File: src/rtl/dm_arb_pkg.sv
// Shared types and constants for the dm_arbiter data-memory front end.
package dm_arb_pkg;

    typedef enum logic [1:0] {
        StIdle,
        StAccess,
        StRmwWr
    } state_e;

    typedef enum logic {
        OwnCpu,
        OwnDbg
    } owner_e;

    localparam logic [3:0] BE_FULL = 4'hF;
    localparam logic [3:0] BE_NONE = 4'h0;

endpackage

File: src/rtl/dm_arbiter_if.sv
// One requester port of dm_arbiter: request/grant handshake, done pulse and read data.
interface dm_arbiter_if #(
    parameter int unsigned ADDR_W = 32,
    parameter int unsigned DATA_W = 32
);
    logic              req;
    logic              we;
    logic [3:0]        be;
    logic [ADDR_W-1:0] addr;
    logic [DATA_W-1:0] wdata;
    logic              gnt;
    logic              done;
    logic [DATA_W-1:0] rdata;

    modport master (
        output req, we, be, addr, wdata,
        input  gnt, done, rdata
    );

    modport slave (
        input  req, we, be, addr, wdata,
        output gnt, done, rdata
    );
endinterface

File: src/rtl/dm_be_merge.sv
// Combinational 4-lane byte merge: lanes with be set take the new word, others keep the old.
module dm_be_merge (
    input  logic [31:0] old_i,
    input  logic [31:0] new_i,
    input  logic [3:0]  be_i,
    output logic [31:0] merged_o
);
    always_comb begin
        merged_o = old_i;
        for (int i = 0; i < 4; i++) begin
            if (be_i[i]) begin
                merged_o[8*i +: 8] = new_i[8*i +: 8];
            end
        end
    end
endmodule

File: src/rtl/dm_arbiter.sv
// Shares the single-ported data memory between the CPU MEM stage and the debug port.
// Define DM_ARB_RR_EN for round-robin tie-breaking; otherwise the CPU always wins a tie.
module dm_arbiter
    import dm_arb_pkg::*;
#(
    parameter int unsigned ADDR_W = 32,
    parameter int unsigned DATA_W = 32
) (
    input  logic              clk,
    input  logic              reset,
    dm_arbiter_if.slave       cpu_io,
    dm_arbiter_if.slave       dbg_io,
    output logic [ADDR_W-1:0] mem_addr,
    output logic [DATA_W-1:0] mem_wdata,
    output logic              mem_we,
    output logic              mem_re,
    input  logic [DATA_W-1:0] mem_rdata
);
    localparam logic [ADDR_W-1:0] WordMask = {{(ADDR_W-2){1'b1}}, 2'b00};

    state_e            state_q, state_d;
    owner_e            owner_q, owner_d;
    logic              we_q, we_d;
    logic [3:0]        be_q, be_d;
    logic [ADDR_W-1:0] addr_q, addr_d;
    logic [DATA_W-1:0] wdata_q, wdata_d;
    logic [DATA_W-1:0] merge_q, merge_d;
    logic [DATA_W-1:0] cpu_rdata_q, cpu_rdata_d;
    logic [DATA_W-1:0] dbg_rdata_q, dbg_rdata_d;
    logic              cpu_done_q, cpu_done_d;
    logic              dbg_done_q, dbg_done_d;

    logic              cpu_win, dbg_win, grant, tie_cpu, partial, last_cycle;
    logic [DATA_W-1:0] merged;

`ifdef DM_ARB_RR_EN
    owner_e last_q;

    // Resetting to OwnDbg hands the first tie to the CPU.
    always_ff @(posedge clk or negedge reset) begin
        if (!reset) begin
            last_q <= OwnDbg;
        end else if (grant) begin
            last_q <= cpu_win ? OwnCpu : OwnDbg;
        end
    end

    assign tie_cpu = (last_q == OwnDbg);
`else
    assign tie_cpu = 1'b1;
`endif

    // Grants are gated by reset so every output reads 0 while reset is held.
    always_comb begin
        cpu_win = 1'b0;
        dbg_win = 1'b0;
        if (reset && state_q == StIdle) begin
            if (cpu_io.req && dbg_io.req) begin
                cpu_win = tie_cpu;
                dbg_win = !tie_cpu;
            end else begin
                cpu_win = cpu_io.req;
                dbg_win = dbg_io.req;
            end
        end
    end

    assign grant      = cpu_win | dbg_win;
    assign partial    = we_q && (be_q != BE_FULL) && (be_q != BE_NONE);
    assign last_cycle = ((state_q == StAccess) && !partial) || (state_q == StRmwWr);

    dm_be_merge u_merge (
        .old_i    (mem_rdata),
        .new_i    (wdata_q),
        .be_i     (be_q),
        .merged_o (merged)
    );

    always_ff @(posedge clk or negedge reset) begin
        if (!reset) begin
            state_q <= StIdle;
        end else begin
            state_q <= state_d;
        end
    end

    always_comb begin
        state_d = state_q;
        unique case (state_q)
            StIdle:   if (grant) state_d = StAccess;
            StAccess: state_d = partial ? StRmwWr : StIdle;
            StRmwWr:  state_d = StIdle;
            default:  state_d = StIdle;
        endcase
    end

    always_comb begin
        owner_d     = owner_q;
        we_d        = we_q;
        be_d        = be_q;
        addr_d      = addr_q;
        wdata_d     = wdata_q;
        merge_d     = merge_q;
        cpu_rdata_d = cpu_rdata_q;
        dbg_rdata_d = dbg_rdata_q;
        cpu_done_d  = 1'b0;
        dbg_done_d  = 1'b0;
        if (grant) begin
            owner_d = cpu_win ? OwnCpu : OwnDbg;
            we_d    = cpu_win ? cpu_io.we : dbg_io.we;
            be_d    = cpu_win ? cpu_io.be : dbg_io.be;
            addr_d  = (cpu_win ? cpu_io.addr : dbg_io.addr) & WordMask;
            wdata_d = cpu_win ? cpu_io.wdata : dbg_io.wdata;
        end
        if (state_q == StAccess && partial) begin
            merge_d = merged;
        end
        if (state_q == StAccess && !we_q) begin
            if (owner_q == OwnCpu) cpu_rdata_d = mem_rdata;
            else                   dbg_rdata_d = mem_rdata;
        end
        if (last_cycle) begin
            cpu_done_d = (owner_q == OwnCpu);
            dbg_done_d = (owner_q == OwnDbg);
        end
    end

    always_ff @(posedge clk or negedge reset) begin
        if (!reset) begin
            owner_q     <= OwnCpu;
            we_q        <= 1'b0;
            be_q        <= BE_NONE;
            addr_q      <= '0;
            wdata_q     <= '0;
            merge_q     <= '0;
            cpu_rdata_q <= '0;
            dbg_rdata_q <= '0;
            cpu_done_q  <= 1'b0;
            dbg_done_q  <= 1'b0;
        end else begin
            owner_q     <= owner_d;
            we_q        <= we_d;
            be_q        <= be_d;
            addr_q      <= addr_d;
            wdata_q     <= wdata_d;
            merge_q     <= merge_d;
            cpu_rdata_q <= cpu_rdata_d;
            dbg_rdata_q <= dbg_rdata_d;
            cpu_done_q  <= cpu_done_d;
            dbg_done_q  <= dbg_done_d;
        end
    end

    // mem_we follows state_q, so an asynchronous reset drops it immediately.
    always_comb begin
        mem_addr  = addr_q;
        mem_wdata = wdata_q;
        mem_re    = 1'b0;
        mem_we    = 1'b0;
        unique case (state_q)
            StAccess: begin
                if (!we_q)                 mem_re = 1'b1;
                else if (be_q == BE_FULL)  mem_we = 1'b1;
                else if (be_q != BE_NONE)  mem_re = 1'b1;
            end
            StRmwWr: begin
                mem_we    = 1'b1;
                mem_wdata = merge_q;
            end
            default: ;
        endcase
    end

    assign cpu_io.gnt   = cpu_win;
    assign dbg_io.gnt   = dbg_win;
    assign cpu_io.done  = cpu_done_q;
    assign dbg_io.done  = dbg_done_q;
    assign cpu_io.rdata = cpu_rdata_q;
    assign dbg_io.rdata = dbg_rdata_q;
endmodule

File: src/flat_wrapper.sv
// flat-port wrapper written by rule: the top's interface ports become plain ports
module dm_arbiter_flat import dm_arb_pkg::*;
#(
    parameter int unsigned ADDR_W = 32,
    parameter int unsigned DATA_W = 32
)
  (clk, reset, mem_addr, mem_wdata, mem_we, mem_re, mem_rdata, cpu_io_req, cpu_io_we, cpu_io_be, cpu_io_addr, cpu_io_wdata, cpu_io_gnt, cpu_io_done, cpu_io_rdata, dbg_io_req, dbg_io_we, dbg_io_be, dbg_io_addr, dbg_io_wdata, dbg_io_gnt, dbg_io_done, dbg_io_rdata);
  dm_arbiter_if #(.ADDR_W(ADDR_W), .DATA_W(DATA_W)) cpu_io_i ();
  dm_arbiter_if #(.ADDR_W(ADDR_W), .DATA_W(DATA_W)) dbg_io_i ();
  input  logic clk;
  input  logic reset;
  output logic [ADDR_W-1:0] mem_addr;
  output logic [DATA_W-1:0] mem_wdata;
  output logic mem_we;
  output logic mem_re;
  input  logic [DATA_W-1:0] mem_rdata;
  input wire logic [$bits(cpu_io_i.req)-1:0] cpu_io_req;
  input wire logic [$bits(cpu_io_i.we)-1:0] cpu_io_we;
  input wire logic [$bits(cpu_io_i.be)-1:0] cpu_io_be;
  input wire logic [$bits(cpu_io_i.addr)-1:0] cpu_io_addr;
  input wire logic [$bits(cpu_io_i.wdata)-1:0] cpu_io_wdata;
  output wire logic [$bits(cpu_io_i.gnt)-1:0] cpu_io_gnt;
  output wire logic [$bits(cpu_io_i.done)-1:0] cpu_io_done;
  output wire logic [$bits(cpu_io_i.rdata)-1:0] cpu_io_rdata;
  input wire logic [$bits(dbg_io_i.req)-1:0] dbg_io_req;
  input wire logic [$bits(dbg_io_i.we)-1:0] dbg_io_we;
  input wire logic [$bits(dbg_io_i.be)-1:0] dbg_io_be;
  input wire logic [$bits(dbg_io_i.addr)-1:0] dbg_io_addr;
  input wire logic [$bits(dbg_io_i.wdata)-1:0] dbg_io_wdata;
  output wire logic [$bits(dbg_io_i.gnt)-1:0] dbg_io_gnt;
  output wire logic [$bits(dbg_io_i.done)-1:0] dbg_io_done;
  output wire logic [$bits(dbg_io_i.rdata)-1:0] dbg_io_rdata;
  assign cpu_io_i.req = cpu_io_req;
  assign cpu_io_i.we = cpu_io_we;
  assign cpu_io_i.be = cpu_io_be;
  assign cpu_io_i.addr = cpu_io_addr;
  assign cpu_io_i.wdata = cpu_io_wdata;
  assign cpu_io_gnt = cpu_io_i.gnt;
  assign cpu_io_done = cpu_io_i.done;
  assign cpu_io_rdata = cpu_io_i.rdata;
  assign dbg_io_i.req = dbg_io_req;
  assign dbg_io_i.we = dbg_io_we;
  assign dbg_io_i.be = dbg_io_be;
  assign dbg_io_i.addr = dbg_io_addr;
  assign dbg_io_i.wdata = dbg_io_wdata;
  assign dbg_io_gnt = dbg_io_i.gnt;
  assign dbg_io_done = dbg_io_i.done;
  assign dbg_io_rdata = dbg_io_i.rdata;
  dm_arbiter #(.ADDR_W(ADDR_W), .DATA_W(DATA_W)) u_core (.clk(clk), .reset(reset), .cpu_io(cpu_io_i), .dbg_io(dbg_io_i), .mem_addr(mem_addr), .mem_wdata(mem_wdata), .mem_we(mem_we), .mem_re(mem_re), .mem_rdata(mem_rdata));
endmodule
File: config.mk
export PLATFORM = sky130hd
export DESIGN_NAME = dm_arbiter_flat
export DESIGN_NICKNAME = d
export VERILOG_FILES = /design/src/rtl/dm_arb_pkg.sv /design/src/rtl/dm_arbiter_if.sv /design/src/rtl/dm_be_merge.sv /design/src/rtl/dm_arbiter.sv /design/src/flat_wrapper.sv
export SDC_FILE = /design/constraint.sdc
export NUM_CORES = 1
export LEC_CHECK = 0
export ABC_AREA = 1
export ABC_CLOCK_PERIOD_IN_PS = 1650
export BUFFER_PORTS_ARGS = -buffer_cell sky130_fd_sc_hd__buf_4
export CAP_MARGIN = 15
export CORE_MARGIN = 3
export CORE_UTILIZATION = 44
export CTS_CLUSTER_DIAMETER = 30
export DETAILED_ROUTE_END_ITERATION = 16
export PLACE_DENSITY = 0.73
export SLEW_MARGIN = 20
export SYNTH_ARGS = -nofsm -noshare
export SYNTH_HDL_FRONTEND = slang
export SYNTH_SLANG_ARGS = --single-unit
File: constraint.sdc
create_clock -name clk -period 1.65 [get_ports clk]
set_clock_uncertainty 0.15 [all_clocks]
set_input_delay 0.33 -clock clk [delete_from_list [all_inputs] [get_ports clk]]
set_output_delay 0.33 -clock clk [all_outputs]
set_load 0.01 [all_outputs]
# --- Yosys cells after proc, flatten, opt, wreduce, memory -nomap -nowiden ---
# Cells that the tools add are included.
word_totals:
  register_bits: 168
  latchBits: 0
  ramBits: 0
  rom_bits: 0
  out_inout_bits: 134
  mem_count: 0
op_classes:
  n_addsub: 0
  multipliers: 0
  div: 0
  magnitude_cmp: 0
  n_eq_ne: 5
  shift: 0
  n_mux: 26
  bitwise: 2
  reduce_logical: 14
op_table:
  columns: ["operator", "n"]
  rows:
  - ["32-bit two-way mux", 3]
  - ["8-bit two-way mux", 4]
  - ["1-bit two-way mux", 14]
  - ["1-bit logical AND", 7]
  - ["4-bit == test, second input constant", 1]
  - ["2-bit two-way mux", 2]
  - ["4-bit two-way mux", 1]
  - ["4-bit != test, second input constant", 1]
  - ["2-bit case mux with 2 select lines", 1]
  - ["2-bit AND reduction", 2]
  - ["4-bit nonzero test", 1]
  - ["2-bit by 1-bit == test with 1-bit output, second input constant", 1]
  - ["2-bit == test, second input constant", 1]
  - ["1-bit zero test", 2]
  - ["2-bit zero test", 1]
  - ["2-bit by 1-bit != test with 1-bit output, second input constant", 1]
  - ["1-bit case mux with 2 select lines", 1]
  - ["1-bit logical OR", 1]
  - ["1-bit NOT", 1]
  - ["1-bit bitwise OR", 1]

# --- Depth between registers and ports, before layout ---
# Gate-level depths: netlist of run 1.
depth:
  depth_word: 7
  depth_mapped: 9

# --- Hierarchy ---
# A second synthesis of run 1 with hierarchy kept.
unflattened:
  cells_unflattened: 998
  hier_area_um2: 7868.8
modules_own_cells:
  columns: ["mod", "n_inst", "cells_each", "area_each_um2", "seq_area_each_um2"]
  rows:
  - ["dm_arbiter", 1, 894, 7448.4, 4204.0]
  - ["dm_be_merge", 1, 104, 420.4, 0.0]

# --- Worst setup path before layout of run 1 ---
# Ideal clock, no wire load.
synth_timing:
  kind: "reg2out"
  startpoint: "reg u_core.state_q[0]"
  endpoint: "out mem_wdata[0]"
  t_arrival_ns: 1.369
  slack_ns: -0.199
  path_stages_with_launch: 7
  cell_sequence: "dfrtp_1 -> inv_1 -> ha_1 -> clkbuf_1 -> clkbuf_1 -> nand2_1 -> o21ai_0"
synth_via:
  elab_chain_cells: 2
synth_rtl:
  columns: ["element", "line", "rtl"]
  rows:
  - ["from (decl)", "dm_arbiter.sv:21", "state_e state_q, state_d;"]
  - ["from (signal assigned)", "dm_arbiter.sv:81", "state_q <= StIdle;"]
  - ["from (signal assigned)", "dm_arbiter.sv:83", "state_q <= state_d;"]
  - ["2-bit == test", "dm_arbiter.sv:160", "unique case (state_q)"]
  - ["32-bit two-way mux", "dm_arbiter.sv:160", null]
  - ["to (decl)", "flat_wrapper.sv:13", "output logic [DATA_W-1:0] mem_wdata;"]
# Every way passes these cells.

# --- Worst setup path after layout of run 1 ---
layout_timing:
  startpoint: "reg u_core.state_q[0]"
  endpoint: "out mem_wdata[24]"
# The elaborated chain is that of the path after synthesis.

==> Flow_metrics.wiki, run 1 <==
{| class="wikitable"
! Metric !! Value
|-
| Final non-filler cell area || 14,900 sq um
|-
| Number of buffers inserted during clock tree synthesis || 17
|-
| Core Region || 17,400 sq um
|-
| Post-layout min period || 2.18 ns
|-
| Maximum number of buffers from clock root to sink || 2
|-
| Required time of the critical path || 1.17 ns
|-
| Count of buffers inserted at the top-level ports || 301
|-
| Count of pins over their slew limit || 0
|-
| Combined area of the multi-input logic cells || 4760 sq um
|-
| Clock tree from TritonCTS || done
|-
| Final setup vio count || 202
|-
| Clock sink count || 168
|-
| Nature of the critical path endpoint || output pin
|-
| Ys flop type || dfrtp_1
|-
| Area contributors post-synth || dfrtp_1, nand2_1, o21ai_0
|-
| Peak VDD IR || 1.18 mV
|-
| Vias in the first global route || 7,935
|-
| Fin cells || 1,669
|-
| Hold Fails Final Rpt || 4
|-
| Ports || 308
|-
| Post-synth EDFFs || 0
|-
| Routed length per placed instance || 20.9 um
|-
| # DRC || 0
|-
| Unrepaired setup endpoints after global routing || yes
|-
| Number of flip-flops and latches in the synthesized netlist || 168
|-
| Total number of yosys warnings || 0
|-
| Floorplan row count || 48
|-
| Setup crit start kind || register
|-
| Post-synthesis to final-layout area growth || 88.6%
|-
| Mapped cell area || 7910 sq um
|-
| Cell types with the highest counts after synthesis || nand2_1, o21ai_0, dfrtp_1, inv_1, o21ai_1
|-
| Final Worst Setup Slack || -0.533 ns
|-
| Total half-perimeter wirelength after legalization and detailed placement || 16,700 um
|-
| Share of async-settable or async-resettable flops after synthesis || 1.00
|-
| Die outline width || 140 um
|-
| Clk Tree Root Cell || clkbuf_16
|-
| Worst hold path cell count || 3
|-
| Endpoint arrival time on the critical path || 1.70 ns
|-
| Total Neg Setup Slack || -54.77 ns
|-
| Share of the yosys chip area belonging to registers || 0.532
|-
| Number of placed cells counting well taps || 1,532
|-
| Depth of the most critical reg-to-reg path || 10
|-
| Final hold slack || -0.00661 ns
|-
| Antenna-violating nets left || 0
|-
| Placement Cell Area || 10,700 sq um
|-
| Critical Path Fanout Max || 6
|-
| Type of the worst min-delay path || input pin to register
|-
| Worst reg2reg startpoint || u_core.state_q[1]
|-
| Outcome || complete, but fails checks
|-
| Area taken by flip-flops and latches || 4200 sq um
|-
| Pwr Total || 29,400 uW
|-
| DR vias/cell || 5.49
|-
| Violated checks || negative hold slack, negative setup slack
|-
| H-tree level count || 4
|-
| Start-to-end type of the worst setup path || register to output pin
|-
| GRT Total Usage || 0.261
|-
| Number of antenna violations at the first check in global routing || 0
|-
| Cell count after synthesis || 1,031
|-
| Initial cell density of the core || 0.454
|-
| Hold path startpoint || cpu_io_addr[5]
|-
| # Max-Cap Violations || 0
|-
| Transition time at the pin with the least slew margin || 0.755 ns
|-
| Layout filler cell count || 903
|-
| Highest clock rate || 458 MHz
|-
| Dominant cell type by area after synthesis || dfrtp_1
|-
| Total Wirelength || 34,800 um
|-
| Via count || 9,161
|-
| Detailed Routing Iterations Pass 1 || 5
|-
| Clock insertion delay at the later pin of the skew report || 0.43 ns
|-
| P per Cell Area || 1970 nW/um^2
|-
| DRT iter0 DRCs || 624
|-
| Worst flop-to-flop path endpoint || u_core.mem_addr[17]
|-
| Most used standard cell by instance count after synthesis || nand2_1
|-
| Leakage || 0.00760 uW
|-
| Gp weighted congestion || 0.824
|-
| Ratio of cells with drive above 1 in the final layout || 0.577
|-
| Reg2reg setup slack || -0.37 ns
|-
| Max-slew headroom || 0.497
|-
| Min-Delay Endpoint || u_core.mem_addr[5]
|-
| Final worst-path cycle share || 1.32
|-
| Antenna cells || 0
|-
| Syn_area_per_cell || 7.67 sq um
|-
| Count of unique library cells instantiated by Yosys || 20
|-
| Die span in y || 140 um
|-
| Clock slew at the register clock pins of the worst setup and hold paths || 0.06 ns
|-
| Area of the die || 19,600 sq um
|-
| Pin count of the biggest net entering global routing || 144
|-
| Global-route congestion overflow total || 0
|-
| Final nets || 1,609
|-
| Share of the synthesized area in the top cell type || 0.532
|-
| First-pass GRT wire length || 40,700 um
|}
-- critical path, cell delays in order, from the launching register on --
cell     delay (ns)
dfrtp_1        0.40
inv_2          0.10
ha_4           0.23
buf_12         0.15
buf_6          0.12
nand2_4        0.05
o21ai_2        0.08
buf_4          0.15
-- repair_timing --
action                                 4_1_cts  5_1_grt
hold buffers                                 5        5
cloned                                      17       39
endpoints found under the hold margin      152        5
setup endpoints to repair                  122      195
pin swaps                                   11       73
resized for setup                          150      566
setup buffers                               28       30
-- report_power, final --
part | total, uW | internal [uW] | switching, uW
registers | 7810 | 6150 | 1660
logic | 17700 | 8700 | 8970
clock network | 3930 | 2110 | 1820
-- cells in the final DEF, fill, tap and decap left out, drive strengths merged --
cell,count
bufinv,1
clkinv,5
nor2,38
o21a,1
bufbuf,1
a21boi,1
inv,110
nand3,40
dlygate4sd3,10
conb,2
ha,4
o21ai,228
buf,406
clkinvlp,4
a21oi,4
nand2,375
clkbuf,46
dfrtp,168
-- registers in the layout, indices dropped and copies added (netlist names) --
register / cells
u_core.merge_q: 32
u_core.owner_q: 1
u_core.wdata_q: 32
u_core.dbg_io.done: 1
u_core.we_q: 1
u_core.cpu_io.done: 1
u_core.mem_addr: 30
u_core.be_q: 4
u_core.cpu_io.rdata: 32
u_core.dbg_io.rdata: 32
u_core.state_q: 2
-- metrics by stage --
step | setup WS, ns | utilization
5_1_grt | -0.574 | 0.856
4_1_cts | -0.513 | 0.715
3_5_place_dp | -0.173 | 0.617
6_report | -0.533 | 0.856
3_3_place_gp | -0.133 | 0.617
2_1_floorplan | -0.00404 | -
-- cell families (layout without fill, tap and decap cells) --
| kind of cell | Yosys count | after routing | synth area share |
|---|---|---|---|
| other | 1 | 2 | 0.000474 |
| flip-flops | 168 | 168 | 0.532 |
| adder cells (fa/ha/maj) | 4 | 4 | 0.00633 |
| buffers and inverters | 173 | 583 | 0.0913 |
| AND/OR/NAND/NOR | 451 | 453 | 0.222 |
| AO/OA/AOI/OAI | 234 | 234 | 0.149 |
-- worst max-delay path by stage --
stage | start | endpoint | slack, ns | cells past startpoint
5_1_grt | u_core.state_q[0] | mem_wdata[24] | -0.57 | 7
2_1_floorplan | u_core.state_q[0] | mem_wdata[23] | -0.004 | 5
6_report | u_core.state_q[0] | mem_wdata[24] | -0.53 | 7
3_3_place_gp | u_core.state_q[0] | mem_wdata[24] | -0.13 | 7
3_5_place_dp | u_core.state_q[0] | mem_wdata[30] | -0.17 | 7
4_1_cts | u_core.state_q[1] | mem_we | -0.51 | 7
-- layer usage --
layer / GRT usage / routed length [um] / up-vias
li1: - / - / 4062
met2: 0.445 / 17600 / 501
met5: 0 / 0 / -
met3: 0.0666 / 3090 / 118
met1: 0.327 / 12500 / 4480
met4: 0.0852 / 1620 / 0
-- cell type report --
type / count / share of cell area
timing repair buffer: 445 / 0.315
clock buffer: 18 / 0.0288
tap: 225 / 0.0189
sequential: 168 / 0.282
clock inverter: 14 / 0.00956
inverter: 106 / 0.0270
multi-input combinational: 693 / 0.319
Note: power is estimated with default switching activity, not from simulation.
==> run 2: changes to the inputs <==
Settings changed: ABC_AREA 1 to unset.
==> run 2 against run 1 <==
  * Cell count decreased by 27%
  * Critical path depth shrank 1
  * Count of clock-buffer cells in the layout grew 1
  * Worst hold slack better by 0.025 ns
  * First-iteration DRC count shrank 65%
  * Largest cell class is now flip-flops and latches
  * Cell area fell by 12%
  * The run ends with negative setup slack left
  * Synthesized area grew 0.11%
  * Worst setup slack got worse by 0.062 ns
  * Critical path type unchanged
  * Sequential cell count did not move
  * Utilization down 10 points
==> Flow_metrics.wiki, run 2 <==
{| class="wikitable"
! Metric !! Value
|-
| Leakage || 0.00622 uW (was 0.00760 uW)
|-
| Layout filler cell count || 1,140 (was 903)
|-
| Count of unique library cells instantiated by Yosys || 28 (was 20)
|-
| Cell types with the highest counts after synthesis || dfrtp_1, mux2_2, nand2_1, mux2i_1, o21ai_0 (was nand2_1, o21ai_0, dfrtp_1, inv_1, o21ai_1)
|-
| Final setup vio count || 204 (was 202)
|-
| Hold Fails Final Rpt || 0 (was 4)
|-
| Total Neg Setup Slack || -78.72 ns (was -54.77 ns)
|-
| Pin count of the biggest net entering global routing || 65 (was 144)
|-
| Dominant cell type by area after synthesis || dfrtp_1 (unchanged)
|-
| Final Worst Setup Slack || -0.595 ns (was -0.533 ns)
|-
| Clock slew at the register clock pins of the worst setup and hold paths || 0.07 ns (was 0.06 ns)
|-
| Share of async-settable or async-resettable flops after synthesis || 1.00 (unchanged)
|-
| Endpoint arrival time on the critical path || 1.76 ns (was 1.70 ns)
|-
| Area of the die || 19,600 sq um (about the same)
|-
| Routed length per placed instance || 20.3 um (was 20.9 um)
|-
| Count of buffers inserted at the top-level ports || 301 (unchanged)
|-
| Final nets || 1,161 (was 1,609)
|-
| Clock insertion delay at the later pin of the skew report || 0.41 ns (was 0.43 ns)
|-
| Ratio of cells with drive above 1 in the final layout || 0.640 (was 0.577)
|-
| GRT Total Usage || 0.247 (was 0.261)
|-
| Total Wirelength || 24,800 um (was 34,800 um)
|-
| Most common cell after layout, fill and taps aside || buf_4 (unchanged)
|-
| Gp weighted congestion || 0.791 (was 0.824)
|-
| Pre-CTS WS || -0.233 ns (was -0.173 ns)
|-
| Number of antenna violations at the first check in global routing || 0 (unchanged)
|-
| Syn_area_per_cell || 13.2 sq um (was 7.67 sq um)
|-
| Start-to-end type of the worst setup path || register to output pin (unchanged)
|-
| Ys flop type || dfrtp_1 (unchanged)
|-
| Area taken by flip-flops and latches || 4200 sq um (unchanged)
|-
| DRT iter0 DRCs || 218 (was 624)
|-
| Cell count after synthesis || 602 (was 1,031)
|-
| Required time of the critical path || 1.17 ns (about the same)
|-
| DR vias/cell || 5.04 (was 5.49)
|-
| Final worst-path cycle share || 1.36 (was 1.32)
|-
| Unrepaired setup endpoints after global routing || yes (unchanged)
|-
| Initial cell density of the core || 0.453 (was 0.454)
|-
| Violated checks || negative setup slack (was negative hold slack, negative setup slack)
|-
| Combined area of the multi-input logic cells || 4100 sq um (was 4760 sq um)
|-
| Total number of yosys warnings || 0 (unchanged)
|-
| Maximum number of buffers from clock root to sink || 2 (unchanged)
|-
| Die span in y || 140 um (about the same)
|-
| Share of the synthesized area in the top cell type || 0.531 (was 0.532)
|-
| Post-synthesis to final-layout area growth || 66.1% (was 88.6%)
|-
| Global routing's busiest layer || met2 (unchanged)
|-
| Total half-perimeter wirelength after legalization and detailed placement || 15,600 um (was 16,700 um)
|-
| Via count || 6,151 (was 9,161)
|-
| Mapped cell area || 7920 sq um (was 7910 sq um)
|-
| Met3 track demand over resource || 0.0601 (was 0.0666)
|-
| Ports || 308 (unchanged)
|-
| Vias in the first global route || 6,610 (was 7,935)
|-
| P per Cell Area || 1910 nW/um^2 (was 1970 nW/um^2)
|-
| Core Region || 17,500 sq um (was 17,400 sq um)
|-
| Count of pins over their slew limit || 0 (unchanged)
|-
| Floorplan row count || 48 (unchanged)
|-
| Share of the yosys chip area belonging to registers || 0.531 (was 0.532)
|-
| Post-layout min period || 2.24 ns (was 2.18 ns)
|-
| Commonest cells after routing, fill and taps aside || buf_4, dfrtp_1, mux2_4 (was buf_4, dfrtp_1, nand2_1)
|-
| Detailed Routing Iterations Pass 1 || 4 (was 5)
|-
| H-tree level count || 4 (unchanged)
|-
| Antenna cells || 0 (unchanged)
|-
| Global-route congestion overflow total || 0 (unchanged)
|-
| Highest clock rate || 445 MHz (was 458 MHz)
|-
| Clock sink count || 168 (unchanged)
|-
| Setup crit start kind || register (unchanged)
|-
| Type of the worst min-delay path || input pin to register (unchanged)
|-
| Outcome || complete, but fails checks (unchanged)
|-
| Number of buffers inserted during clock tree synthesis || 17 (unchanged)
|-
| First-pass GRT wire length || 37,400 um (was 40,700 um)
|-
| Clk Tree Root Cell || clkbuf_16 (unchanged)
|-
| GR met2 Demand/Resource || 0.428 (was 0.445)
|-
| Clock tree from TritonCTS || done (unchanged)
|-
| Nature of the critical path endpoint || output pin (unchanged)
|-
| Critical Path Fanout Max || 6 (unchanged)
|-
| Antenna-violating nets left || 0 (unchanged)
|-
| # Max-Cap Violations || 0 (unchanged)
|-
| Area contributors post-synth || dfrtp_1, mux2_2, mux2i_1 (was dfrtp_1, nand2_1, o21ai_0)
|-
| Most used standard cell by instance count after synthesis || dfrtp_1 (was nand2_1)
|-
| Number of flip-flops and latches in the synthesized netlist || 168 (unchanged)
|-
| Pwr Total || 25,200 uW (was 29,400 uW)
|-
| Post-synth EDFFs || 0 (unchanged)
|-
| Global routing usage on met1 || 0.313 (was 0.327)
|-
| Die outline width || 140 um (about the same)
|-
| Peak VDD IR || 1.02 mV (was 1.18 mV)
|-
| # DRC || 0 (unchanged)
|}
-- run 2: changes by cell type after synthesis, moves of 53 or more --
cell,delta
o21ai_0,-107
mux2_2,+132
o21ai_1,-53
inv_1,-103
mux2i_1,+68
nand2_1,-304
-- run 2: metal layers --
| layer | vias to the layer above | routed length [um] |
|---|---|---|
| li1 | 2898 | - |
| met1 | 3017 | 10000 |
| met2 | 207 | 13000 |
| met3 | 29 | 1390 |
| met4 | 0 | 403 |
| met5 | - | 0 |
-- run 2: cells by family after synthesis --
logic type,after synthesis,share of synthesized area
flops,168,0.531
compound gates,74,0.0492
simple gates,81,0.0468
buf+inv,45,0.0375
fa+ha+maj,4,0.00632
other cells,1,0.000474
mux,229,0.329
-- run 2: through the flow --
stage / cells / hold WS, ns / utilization / area, sq um
global placement: 1126 / 0.0842 / 0.624 / 10900
detailed placement: 1126 / 0.0844 / 0.624 / 10900
floorplan: 603 / -0.116 / - / 8300
finish: 1220 / 0.0183 / 0.752 / 13100
CTS: 1206 / 0.000593 / 0.734 / 12800
global route: 1220 / 0.000884 / 0.752 / 13100
-- run 2: path summary, 6_finish.rpt --
path,start,endpoint,slack (ns),depth (start not counted)
worst min-delay path,mem_rdata[26],u_core.cpu_io.rdata[26],0.02,2
worst max-delay path,u_core.state_q[0],mem_wdata[0],-0.59,6
min in group asynchronous,reset,u_core.owner_q,0.22,3
worst max register to register,u_core.be_q[3],u_core.merge_q[28],-0.49,7
max in group asynchronous,reset,u_core.wdata_q[11],0.21,5
worst min register to register,u_core.mem_addr[20],u_core.mem_addr[20],0.33,2
-- run 2: cell type report --
type	count	area share
well taps	225	0.0214
multi-input cells	390	0.312
clock inverters	12	0.0150
inverters	2	0.000952
flip-flops and latches	168	0.320
repair buffers	404	0.297
clock buffers	19	0.0337
-- run 2: timing repair --
item | CTS | global route
hold buffers | 12 | 3
resized for setup | 181 | 40
endpoints found under the setup margin | 201 | 204
endpoints found under the hold margin | 30 | 5
buffers inserted | 26 | 14
pin swaps | 9 | 5
gates cloned | 14 | 1
-- run 2: worst max-delay path, cell delays in order, from the launching register on --
cell	delay, ns
dfrtp_1	0.39
inv_2	0.08
ha_4	0.17
buf_12	0.13
buf_12	0.14
mux2_4	0.31
buf_6	0.12
-- run 2: report_power, final --
part	switching, uW	internal, uW	leakage, uW	total (uW)
logic	5180	8140	0.00388	13300
registers	1300	6190	0.00202	7490
clock network	1640	2720	0.000309	4360
total	8120	17100	0.00622	25200
